$ cat src/rtl/pcs_tx_pkg.sv
// ---------------------------------------------------------------------------
// pcs_tx_pkg
// Shared types and constants for the PCS transmit sequencer.
//   state_t          : sequencer FSM states
//   SEND_Z / SEND_N  : encoder transmit-mode encodings
//   IFG_MIN_DEFAULT  : default inter-frame gap / link-up warm-up in cycles
// ---------------------------------------------------------------------------
package pcs_tx_pkg;

   typedef enum logic [1:0] {
      ST_ZERO = 2'd0,   // link down, encoder sends zeros
      ST_IDLE = 2'd1,   // link up, counting inter-frame gap
      ST_DATA = 2'd2,   // forwarding frame bytes
      ST_DROP = 2'd3    // discarding rest of an underrun frame
   } state_t;

   localparam logic SEND_Z = 1'b0;
   localparam logic SEND_N = 1'b1;

   localparam int IFG_MIN_DEFAULT = 12;

endpackage : pcs_tx_pkg

$ cat src/rtl/pcs_tx_gap_counter.sv
// ---------------------------------------------------------------------------
// pcs_tx_gap_counter
// Counts idle cycles between frames and saturates at MAX.
//   clock, reset : rising-edge clock, synchronous active-high reset
//   clear        : force count to 0 (has priority over count)
//   count        : advance by one when below MAX
//   gap_cnt      : current count
//   done         : gap_cnt has reached MAX
// ---------------------------------------------------------------------------
module pcs_tx_gap_counter #(
   parameter int MAX = 12
) (
   input  logic       clock,
   input  logic       reset,
   input  logic       clear,
   input  logic       count,
   output logic [7:0] gap_cnt,
   output logic       done
);

   localparam logic [7:0] MAX_L = 8'(MAX);

   // NOTE: sequential state uses non-blocking assignments so every register
   // samples pre-edge values regardless of process ordering.
   always_ff @(posedge clock) begin
      if (reset || clear) begin
         gap_cnt <= 8'd0;
      end else if (count && (gap_cnt != MAX_L)) begin
         gap_cnt <= gap_cnt + 8'd1;
      end
   end

   assign done = (gap_cnt == MAX_L);

endmodule : pcs_tx_gap_counter

$ cat src/rtl/pcs_tx_sequencer.sv
// ---------------------------------------------------------------------------
// pcs_tx_sequencer
// Sequences MAC-side bytes into the PCS encoder: enforces link-up warm-up and
// a minimum inter-frame gap, flags underruns, and counts good/errored frames.
//   clock, reset          : rising-edge clock, synchronous active-high reset
//   link_up               : PMA link established
//   loc_rcvr_status       : local receiver OK
//   s_valid/s_data/s_last/s_error/s_ready : MAC byte stream (valid/ready)
//   enc_tx_enable/error/data : registered byte lane to the encoder
//   enc_n, enc_n0         : free-running symbol counter, frame-start index
//   enc_tx_mode           : SEND_Z when link down, SEND_N otherwise
//   enc_loc_rcvr_status   : registered loc_rcvr_status
//   frames_sent           : good frames (wraps)
//   err_count             : errored frames (saturates at 255)
// ---------------------------------------------------------------------------
module pcs_tx_sequencer
   import pcs_tx_pkg::*;
#(
   parameter int IFG_MIN = IFG_MIN_DEFAULT
) (
   input  logic        clock,
   input  logic        reset,
   input  logic        link_up,
   input  logic        loc_rcvr_status,
   input  logic        s_valid,
   input  logic [7:0]  s_data,
   input  logic        s_last,
   input  logic        s_error,
   output logic        s_ready,
   output logic        enc_tx_enable,
   output logic        enc_tx_error,
   output logic [7:0]  enc_tx_data,
   output logic [31:0] enc_n,
   output logic [31:0] enc_n0,
   output logic        enc_tx_mode,
   output logic        enc_loc_rcvr_status,
   output logic [15:0] frames_sent,
   output logic [7:0]  err_count
);

   state_t      state, state_nxt;
   logic        gap_clear, gap_count, gap_done;
   logic [7:0]  gap_cnt;
   logic        xfer;
   logic        tx_en_nxt, tx_err_nxt;
   logic [7:0]  tx_data_nxt;
   logic        capture_n0;
   logic        frame_err, frame_err_nxt;   // errored byte seen in this frame
   logic        frame_good, frame_bad;

   pcs_tx_gap_counter #(.MAX(IFG_MIN)) u_gap (
      .clock   (clock),
      .reset   (reset),
      .clear   (gap_clear),
      .count   (gap_count),
      .gap_cnt (gap_cnt),
      .done    (gap_done)
   );

   assign xfer = s_valid & s_ready;

   // NOTE: every signal written here gets a default first so no path through
   // the case/if tree leaves one unassigned (which would infer a latch).
   always_comb begin
      state_nxt     = state;
      s_ready       = 1'b0;
      gap_clear     = 1'b0;
      gap_count     = 1'b0;
      tx_en_nxt     = 1'b0;
      tx_err_nxt    = 1'b0;
      tx_data_nxt   = 8'h00;
      capture_n0    = 1'b0;
      frame_err_nxt = frame_err;
      frame_good    = 1'b0;
      frame_bad     = 1'b0;

      // s_ready depends only on state and the gap counter.
      unique case (state)
         ST_ZERO: s_ready = 1'b0;
         ST_IDLE: s_ready = gap_done;
         ST_DATA: s_ready = 1'b1;
         ST_DROP: s_ready = 1'b1;
         default: s_ready = 1'b0;
      endcase

      if (!link_up) begin
         // Link loss overrides everything; any handshake this cycle is ignored
         // and a frame in flight is counted as errored.
         state_nxt = ST_ZERO;
         frame_bad = (state == ST_DATA) || (state == ST_DROP);
      end else begin
         unique case (state)
            ST_ZERO: begin
               state_nxt = ST_IDLE;
               gap_clear = 1'b1;
            end
            ST_IDLE: begin
               gap_count = 1'b1;
               if (xfer) begin
                  tx_en_nxt     = 1'b1;
                  tx_err_nxt    = s_error;
                  tx_data_nxt   = s_data;
                  capture_n0    = 1'b1;
                  frame_err_nxt = s_error;
                  if (s_last) begin
                     gap_clear  = 1'b1;
                     frame_good = !s_error;
                     frame_bad  = s_error;
                  end else begin
                     state_nxt = ST_DATA;
                  end
               end
            end
            ST_DATA: begin
               if (xfer) begin
                  tx_en_nxt     = 1'b1;
                  tx_err_nxt    = s_error;
                  tx_data_nxt   = s_data;
                  frame_err_nxt = frame_err | s_error;
                  if (s_last) begin
                     state_nxt  = ST_IDLE;
                     gap_clear  = 1'b1;
                     frame_good = !(frame_err | s_error);
                     frame_bad  = frame_err | s_error;
                  end
               end else begin
                  // Underrun: poison the current symbol, then discard the rest.
                  tx_en_nxt  = 1'b1;
                  tx_err_nxt = 1'b1;
                  state_nxt  = ST_DROP;
               end
            end
            ST_DROP: begin
               if (xfer && s_last) begin
                  state_nxt = ST_IDLE;
                  gap_clear = 1'b1;
                  frame_bad = 1'b1;
               end
            end
            default: state_nxt = ST_ZERO;
         endcase
      end
   end

   always_ff @(posedge clock) begin
      if (reset) begin
         state               <= ST_ZERO;
         enc_n               <= 32'd0;
         enc_n0              <= 32'd0;
         enc_tx_enable       <= 1'b0;
         enc_tx_error        <= 1'b0;
         enc_tx_data         <= 8'h00;
         enc_tx_mode         <= SEND_Z;
         enc_loc_rcvr_status <= 1'b0;
         frame_err           <= 1'b0;
         frames_sent         <= 16'd0;
         err_count           <= 8'd0;
      end else begin
         state               <= state_nxt;
         enc_n               <= enc_n + 32'd1;
         enc_tx_enable       <= tx_en_nxt;
         enc_tx_error        <= tx_err_nxt;
         enc_tx_data         <= tx_data_nxt;
         enc_tx_mode         <= (state_nxt == ST_ZERO) ? SEND_Z : SEND_N;
         enc_loc_rcvr_status <= loc_rcvr_status;
         frame_err           <= frame_err_nxt;
         // enc_n0 matches the enc_n value shown alongside the first byte.
         if (capture_n0) begin
            enc_n0 <= enc_n + 32'd1;
         end
         if (frame_good) begin
            frames_sent <= frames_sent + 16'd1;
         end
         if (frame_bad && (err_count != 8'hFF)) begin
            err_count <= err_count + 8'd1;
         end
      end
   end

endmodule : pcs_tx_sequencer

$ cat config.mk
export PLATFORM = sky130hd
export DESIGN_NAME = pcs_tx_sequencer
export DESIGN_NICKNAME = d
export VERILOG_FILES = /design/src/rtl/pcs_tx_pkg.sv /design/src/rtl/pcs_tx_gap_counter.sv /design/src/rtl/pcs_tx_sequencer.sv
export SDC_FILE = /design/constraint.sdc
export NUM_CORES = 1
export LEC_CHECK = 0
export ABC_CLOCK_PERIOD_IN_PS = 3800
export BUFFER_PORTS_ARGS = -buffer_cell sky130_fd_sc_hd__buf_2
export CORE_ASPECT_RATIO = 1.5
export CORE_MARGIN = 2
export CORE_UTILIZATION = 45
export CTS_CLUSTER_DIAMETER = 50
export CTS_CLUSTER_SIZE = 28
export DETAILED_ROUTE_END_ITERATION = 10
export PLACE_DENSITY = 0.73
export REMOVE_ABC_BUFFERS = 1
export SYNTH_ARGS = -nofsm -noshare
export SYNTH_HDL_FRONTEND = slang
export SYNTH_HIERARCHICAL = 1
export SYNTH_SLANG_ARGS = --single-unit
export TNS_END_PERCENT = 100
$ cat constraint.sdc
create_clock -name clock -period 3.8 [get_ports clock]
set_input_delay 0.38 -clock clock [delete_from_list [all_inputs] [get_ports clock]]
set_output_delay 0.38 -clock clock [all_outputs]
set_load 0.05 [all_outputs]
==> reports/qor.json, run 1 <==
{
  "run_status": "finished, final reports clean",
  "grt_pass1_vias": 4014,
  "async_flop_share": 0,
  "post_synth_xor_area_fraction": 0.0794,
  "syn_inst": 538,
  "final-hold-violation-count": 0,
  "synth.ff_latch_count": 111,
  "grt_first_pass_wirelength_mm": 19.0,
  "worstSetupEndpoint": "u_gap/gap_cnt[2]",
  "htree_num_levels": 3,
  "design.portCount": 116,
  "power_switching_share": 0.232,
  "critPathMaxStageDelay_ps": 400,
  "cap_violations": 0,
  "ctsResizeCount": 0,
  "die_area_sq_um": 11900,
  "crit_path_max_fanout": 10,
  "route.detailed.drc": 0,
  "pwr_density_cell_nw_per_um2": 381,
  "worst_pin_slew_ps": 858,
  "final_max_slew_viol_count": 0,
  "report.final.setup_viol": 0,
  "tns_ps": 0,
  "layout.cells.non_filler": 790,
  "final.min_clock_period_ps": 2820,
  "antenna_found_initial": 0,
  "pre_cts_slack_ps": 1020,
  "worst_clock_skew_ps": 11.9,
  "synth_top_family_by_area": "simple AND/OR/NAND/NOR gates",
  "comb_power_share": 0.033,
  "clock_sink_count": 111,
  "clk_pin_slew_ps": 70,
  "hpwlAfterDp_mm": 8.07,
  "worst_r2r_path_depth": 11,
  "multiplexer_share_of_the_synthesized_area": 0.0103,
  "routed_via_density": 5.31,
  "p_int_mw": 1.71,
  "crit_arrival_ps": 3080,
  "routedWlPerCell_microns": 14.1,
  "seq_power_share": 0.526,
  "data_required_critical_path_ps": 4060,
  "worst_path_max_delay_cell": "sky130_fd_sc_hd__a2111o_1",
  "post_synth_num_cell_types": 51,
  "num_antenna_cells": 0,
  "grt_setup_unrepaired": "no",
  "critical_path.startpoint": "u_gap/gap_cnt[0]",
  "rr_startpoint": "u_gap/gap_cnt[0]",
  "layout_worst_path_cycle_share": 0.743,
  "clock_tree.buffer_depth": 2,
  "max_clock_freq_mhz": 354,
  "clock_insertion_delay_at_the_later_pin_of_the_skew_report_ps": 350,
  "place_area_sq_um": 5550,
  "die-height_microns": 133,
  "core-area_sq_um": 10900,
  "critical_path.startpoint_type": "register",
  "nNetsFinal": 662,
  "cts-buffers-inserted": 9,
  "critical_path_cell_count": 11,
  "rr_endpoint": "u_gap/gap_cnt[2]",
  "cts.repair_timing.setup_buffer_count": 0,
  "post_route_cells_drive_above_1_share": 0.274,
  "overflow": 0,
  "timing.setup.critical_path_class": "register to register",
  "yosysTopAreaCell": "sky130_fd_sc_hd__dfxtp_1",
  "die_x_microns": 89.7,
  "maximum_number_of_pins_on_one_net_before_global_route_repair": 65,
  "timing.slew.headroom": 0.423,
  "worst_path_dominant_cell_family": "simple AND/OR/NAND/NOR gates",
  "netlist.area_leader.share": 0.448,
  "cp.buffers_inverters": 1,
  "synth_simple_gate_area_share": 0.253,
  "fin_hold_ws_ps": 229,
  "vdd_ir_drop_max_v": 0.000243,
  "postCtsHoldBufs": 0,
  "area_growth_pct": 18.1,
  "cts_tree": "yes",
  "placement.io_buffers": 115,
  "p_clk_frac": 0.441,
  "number_of_placement_rows": 47,
  "reg2reg_slack_ps": 980,
  "placed_cells_incl_taps": 774,
  "synth.top_cells.by_area": "sky130_fd_sc_hd__dfxtp_1 (45%), sky130_fd_sc_hd__a211oi_2 (7.8%), sky130_fd_sc_hd__nor2_1 (7.6%)",
  "synth-adder-area-share": 0.0247,
  "ant_nets": 0,
  "dr_total_vias": 4191,
  "initial_core_util": 0.456,
  "ys_warn_count": 6,
  "drt-pass1-iter-count": 4,
  "synth_edf_count": 0,
  "setup_ws_ps": 975,
  "netSwitchingPower_uw": 518,
  "fillCellCount": 1006,
  "total_routing_usage_reported_by_global_routing": 0.190,
  "design_area_sq_um": 5860,
  "compound_cell_area_share_of_the_yosys_netlist": 0.138,
  "synth_seq_area_share": 0.448,
  "synth_area_per_inst_sq_um": 9.22,
  "hp-class": "input port to register",
  "detail_route.iter0.violations": 104,
  "post-layout-total-power_mw": 2.23,
  "cellLeakagePower_nw": 2.32,
  "syn-cell-area_sq_um": 4960,
  "synth_flop_cell": "sky130_fd_sc_hd__dfxtp_1",
  "wl_mm": 11.1,
  "nature_of_the_critical_path_endpoint": "register",
  "worst_path_cell_chain": "inv_1, ha_1, and4b_1, and2_1, a211o_1, and3_4, o211ai_1, a21boi_0, or2_2, a2111o_1, o21ai_0",
  "cts.root.buffer_cell": "sky130_fd_sc_hd__clkbuf_16",
  "place_congestion": 0.843,
  "finish.utilization": 0.538
}
synthesized netlist by cell type, types with 4 or more instances:
master                     instances
sky130_fd_sc_hd__nand4_1          18
sky130_fd_sc_hd__nor2_1          100
sky130_fd_sc_hd__nor3_1           14
sky130_fd_sc_hd__ha_1              9
sky130_fd_sc_hd__xnor2_1          25
sky130_fd_sc_hd__a21oi_1          17
sky130_fd_sc_hd__and3_1            8
sky130_fd_sc_hd__and2_1           11
sky130_fd_sc_hd__o21ai_0          11
sky130_fd_sc_hd__nand3_1          26
sky130_fd_sc_hd__nor4_1           14
sky130_fd_sc_hd__buf_6             5
sky130_fd_sc_hd__dfxtp_1         111
sky130_fd_sc_hd__buf_2             6
sky130_fd_sc_hd__or3_1             7
sky130_fd_sc_hd__clkbuf_1         12
sky130_fd_sc_hd__inv_1            13
sky130_fd_sc_hd__mux2i_1           4
sky130_fd_sc_hd__xor2_1           20
sky130_fd_sc_hd__nand2_1          30
sky130_fd_sc_hd__nor2b_1           4
sky130_fd_sc_hd__a211oi_2         31
layout make-up:
cell class	instances	area (sq um)	share of cell area
multi-input cells	387	2510	0.428
flip-flops and latches	111	2220	0.379
repair buffers	116	586	0.100
clock buffers	9	225	0.0385
well taps	147	184	0.0314
clock inverters	7	85.1	0.0145
inverters	13	48.8	0.00833
power by group through the flow:
stage / Clock [mW] / Combinational [mW] / Sequential (mW)
after floorplan: 0 / 0.0218 / 1.21
after global placement: 0 / 0.0714 / 1.20
after global routing: 1.06 / 0.0789 / 1.17
after detailed placement: 0 / 0.0727 / 1.20
final: 0.984 / 0.0729 / 1.17
after CTS: 1.01 / 0.0731 / 1.17
worst register-to-register path, stage by stage (launching register included):
cell                       delay, ps
sky130_fd_sc_hd__dfxtp_1         390
sky130_fd_sc_hd__inv_1            80
sky130_fd_sc_hd__ha_1            190
sky130_fd_sc_hd__and4b_1         270
sky130_fd_sc_hd__and2_1          190
sky130_fd_sc_hd__a211o_1         310
sky130_fd_sc_hd__and3_4          230
sky130_fd_sc_hd__o211ai_1         90
sky130_fd_sc_hd__a21boi_0        130
sky130_fd_sc_hd__or2_2           360
sky130_fd_sc_hd__a2111o_1        400
sky130_fd_sc_hd__o21ai_0         100
worst min-delay path by stage:
stage,startpoint,endpoint,slack [ps],depth (start not counted)
after floorplan,reset,enc_n0[0],440,1
after global placement,u_gap/gap_cnt[1],u_gap/gap_cnt[1],490,2
after detailed placement,u_gap/gap_cnt[0],u_gap/gap_cnt[0],500,2
after CTS,s_data[5],enc_tx_data[5],220,2
after global routing,loc_rcvr_status,enc_loc_rcvr_status,220,2
final,s_data[5],enc_tx_data[5],230,2
routing by layer:
metal / vias up / part of all wire / track usage
li1: 2078 / - / -
met1: 1971 / 0.41 / 0.221
met2: 130 / 0.52 / 0.346
met3: 12 / 0.057 / 0.0427
met4: 0 / 0.014 / 0.0564
met5: - / 0 / 0
kinds of logic after synthesis:
family          after synthesis
xor+xnor                     45
compound gates               76
flops                       111
buf+inv                      40
fa+ha+maj                    10
simple gates                251
mux                           5
sequential cells by signal (all words and copies together) (netlist names):
signal               flops
u_gap/gap_cnt            8
frame_err                1
enc_tx_mode              1
err_count                8
frames_sent             16
enc_tx_data              8
enc_tx_enable            1
enc_loc_rcvr_status      1
enc_n0                  32
enc_n                   32
state                    2
enc_tx_error             1
cell usage in the layout (no fill, tap or decap), types with 3 or more instances in the layout:
cell type and instances:
sky130_fd_sc_hd__a21oi_1 17, sky130_fd_sc_hd__nor2_1 100, sky130_fd_sc_hd__buf_2 114, sky130_fd_sc_hd__inv_8 3
sky130_fd_sc_hd__xnor2_1 25, sky130_fd_sc_hd__nor3_1 14, sky130_fd_sc_hd__and2_1 11, sky130_fd_sc_hd__nor2b_1 4
sky130_fd_sc_hd__inv_1 13, sky130_fd_sc_hd__nand2_1 30, sky130_fd_sc_hd__a211oi_2 31, sky130_fd_sc_hd__nand3_1 26
sky130_fd_sc_hd__or2_2 3, sky130_fd_sc_hd__and3_1 8, sky130_fd_sc_hd__o21ai_0 11, sky130_fd_sc_hd__or3_1 7
sky130_fd_sc_hd__xor2_1 20, sky130_fd_sc_hd__clkbuf_16 9, sky130_fd_sc_hd__and4_1 3, sky130_fd_sc_hd__nor4_1 14
sky130_fd_sc_hd__nand4_1 18, sky130_fd_sc_hd__dfxtp_1 111, sky130_fd_sc_hd__ha_1 9, sky130_fd_sc_hd__mux2i_1 4
Power figures use the tool's default switching activity.
==> run 2, diff against run 1 <==
--- a/config.mk
+++ b/config.mk
@@ -5,7 +5,7 @@
 export SDC_FILE = /design/constraint.sdc
 export NUM_CORES = 1
 export LEC_CHECK = 0
-export ABC_CLOCK_PERIOD_IN_PS = 3800
+export ABC_CLOCK_PERIOD_IN_PS = 2700
 export BUFFER_PORTS_ARGS = -buffer_cell sky130_fd_sc_hd__buf_2
 export CORE_ASPECT_RATIO = 1.5
 export CORE_MARGIN = 2
==> constraint.sdc (replaced) <==
create_clock -name clock -period 2.7 [get_ports clock]
set_input_delay 0.27 -clock clock [delete_from_list [all_inputs] [get_ports clock]]
set_output_delay 0.27 -clock clock [all_outputs]
set_load 0.05 [all_outputs]
==> run 2 against run 1 <==
  * Sequential share of layout area down 0.45 points
  * Clock skew down 2.2 ps
  * Die area unchanged
  * Sequential power up 41%
  * Setup slack worse by 870 ps
  * Total power up 41%
  * Utilization up 0.71 points
  * Non-clock buffer count up 8
  * Hold slack worse by 110 ps
  * Register-to-register slack worse by 870 ps
  * Critical path depth unchanged
  * Critical path type unchanged
  * Largest cell class unchanged
==> reports/qor.json, run 2 (synthesis gave the netlist of run 1 again) <==
{
  "run_status": "finished, final reports clean",
  "grt_pass1_vias": 4047,
  "timing.setup.critical_path_class": "register to register",
  "final-hold-violation-count": 0,
  "report.final.setup_viol": 0,
  "pre_cts_slack_ps": 5.09,
  "setup_ws_ps": 109,
  "critical_path.startpoint": "u_gap/gap_cnt[0]",
  "power_switching_share": 0.232,
  "rr_startpoint": "u_gap/gap_cnt[0]",
  "final_max_slew_viol_count": 0,
  "worst_pin_slew_ps": 840,
  "mostFrequentLayoutCells": "sky130_fd_sc_hd__buf_2 (114), sky130_fd_sc_hd__dfxtp_1 (109), sky130_fd_sc_hd__nor2_1 (100), sky130_fd_sc_hd__a211oi_2 (31), sky130_fd_sc_hd__nand2_1 (30)",
  "route.detailed.drc": 0,
  "design_area_sq_um": 5930,
  "largest_registers": "enc_n0: 32 flops, enc_n: 32 flops, frames_sent: 16 flops",
  "overflow": 0,
  "timing.slew.headroom": 0.440,
  "cap_violations": 0,
  "total_routing_usage_reported_by_global_routing": 0.194,
  "cellLeakagePower_nw": 2.36,
  "num_antenna_cells": 0,
  "max_clock_freq_mhz": 386,
  "cts-buffers-inserted": 9,
  "vdd_ir_drop_max_v": 0.000300,
  "dr_total_vias": 4240,
  "place_congestion": 0.863,
  "crit_arrival_ps": 2870,
  "post_route_cells_drive_above_1_share": 0.286,
  "routedWlPerCell_microns": 14.4,
  "place_area_sq_um": 5620,
  "grt_first_pass_wirelength_mm": 19.1,
  "clock_insertion_delay_at_the_later_pin_of_the_skew_report_ps": 350,
  "netSwitchingPower_uw": 728,
  "layout_worst_path_cycle_share": 0.960,
  "die-height_microns": 133,
  "die_area_sq_um": 11900,
  "detail_route.iter0.violations": 90,
  "maximum_number_of_pins_on_one_net_before_global_route_repair": 64,
  "finish.utilization": 0.545,
  "htree_num_levels": 3,
  "hpwlAfterDp_mm": 8.40,
  "layout.cells.non_filler": 798,
  "crit_path_max_fanout": 6,
  "initial_core_util": 0.456,
  "comb_power_share": 0.034,
  "p_clk_frac": 0.440,
  "nature_of_the_critical_path_endpoint": "register",
  "p_int_mw": 2.41,
  "seq_power_share": 0.526,
  "design.portCount": 116,
  "critical_path.startpoint_type": "register",
  "placement.io_buffers": 115,
  "holdCritStartpoint": "s_data[5]",
  "final_common_cell": "sky130_fd_sc_hd__buf_2",
  "wl_mm": 11.5,
  "routed_via_density": 5.31,
  "clk_pin_slew_ps": 70,
  "clock_sink_count": 111,
  "antenna_found_initial": 0,
  "die_x_microns": 89.7,
  "hp-class": "input port to register",
  "post-layout-total-power_mw": 3.14,
  "number_of_placement_rows": 47,
  "cts.repair_timing.setup_buffer_count": 0,
  "data_required_critical_path_ps": 2970,
  "cts_tree": "yes",
  "pwr_density_cell_nw_per_um2": 529,
  "nNetsFinal": 670,
  "ant_nets": 0,
  "worst_clock_skew_ps": 9.64,
  "placed_cells_incl_taps": 782,
  "core-area_sq_um": 10900,
  "drt-pass1-iter-count": 4,
  "cts.root.buffer_cell": "sky130_fd_sc_hd__clkbuf_16",
  "clock_tree.buffer_depth": 2,
  "final.min_clock_period_ps": 2590,
  "area_growth_pct": 19.6
}
run 2: cell count changes in the layout (fill, tap and decap cells not counted), sizes merged:
| cell | before | now |
|---|---|---|
| buf | 116 | 124 |
| clkinv | 1 | 0 |
| clkinvlp | 1 | 2 |
run 2: final timing paths:
path | end | slack, ps | cells past startpoint
worst max-delay path | u_gap/gap_cnt[3] | 110 | 11
worst min-delay path | enc_tx_data[5] | 120 | 2
worst max register to register | u_gap/gap_cnt[3] | 110 | 11
worst min register to register | u_gap/gap_cnt[1] | 500 | 2
run 2: power groups by stage:
stage / clock network [mW] / logic [mW] / registers (mW)
floorplan: 0 / 0.0307 / 1.71
global placement: 0 / 0.104 / 1.69
detailed placement: 0 / 0.107 / 1.69
CTS: 1.41 / 0.107 / 1.65
global route: 1.49 / 0.117 / 1.65
finish: 1.38 / 0.108 / 1.65
run 2: layout make-up:
| class | instances | area, sq um |
|---|---|---|
| Multi-Input combinational cell | 387 | 2510 |
| Clock inverter | 7 | 85.1 |
| Clock buffer | 9 | 225 |
| Sequential cell | 111 | 2220 |
| Timing Repair Buffer | 124 | 658 |
| Tap cell | 147 | 184 |
| Inverter | 13 | 48.8 |
| Fill cell | 1016 | 4940 |
run 2: through the flow:
step	setup TNS [ps]	hold slack (ps)
2_1_floorplan	0	335
3_3_place_gp	0	471
3_5_place_dp	0	471
4_1_cts	0	106
5_1_grt	-3.36	104
6_report	0	121
run 2: worst max-delay path, stage by stage, from the launching register on:
cell	delay, ps
sky130_fd_sc_hd__dfxtp_2	370
sky130_fd_sc_hd__inv_1	70
sky130_fd_sc_hd__ha_1	180
sky130_fd_sc_hd__and4b_1	210
sky130_fd_sc_hd__and2_1	160
sky130_fd_sc_hd__a211o_1	320
sky130_fd_sc_hd__and3_4	220
sky130_fd_sc_hd__o211ai_1	90
sky130_fd_sc_hd__a21boi_0	150
sky130_fd_sc_hd__or2_4	300
sky130_fd_sc_hd__a2111o_1	400
sky130_fd_sc_hd__o21ai_0	70
run 2: routing by layer:
layer	vias to the layer above	share of wire	wire length [microns]	track usage
li1	2098	-	-	-
met1	1978	0.40	4610	0.214
met2	146	0.52	6030	0.356
met3	18	0.056	642	0.0592
met4	0	0.020	228	0.0632
met5	-	0	0	0
run 2: repair_timing:
action / CTS / global route
resized for setup: 1 / 2
endpoints found under the setup margin: 2 / 2
hold buffers: 0 / 0
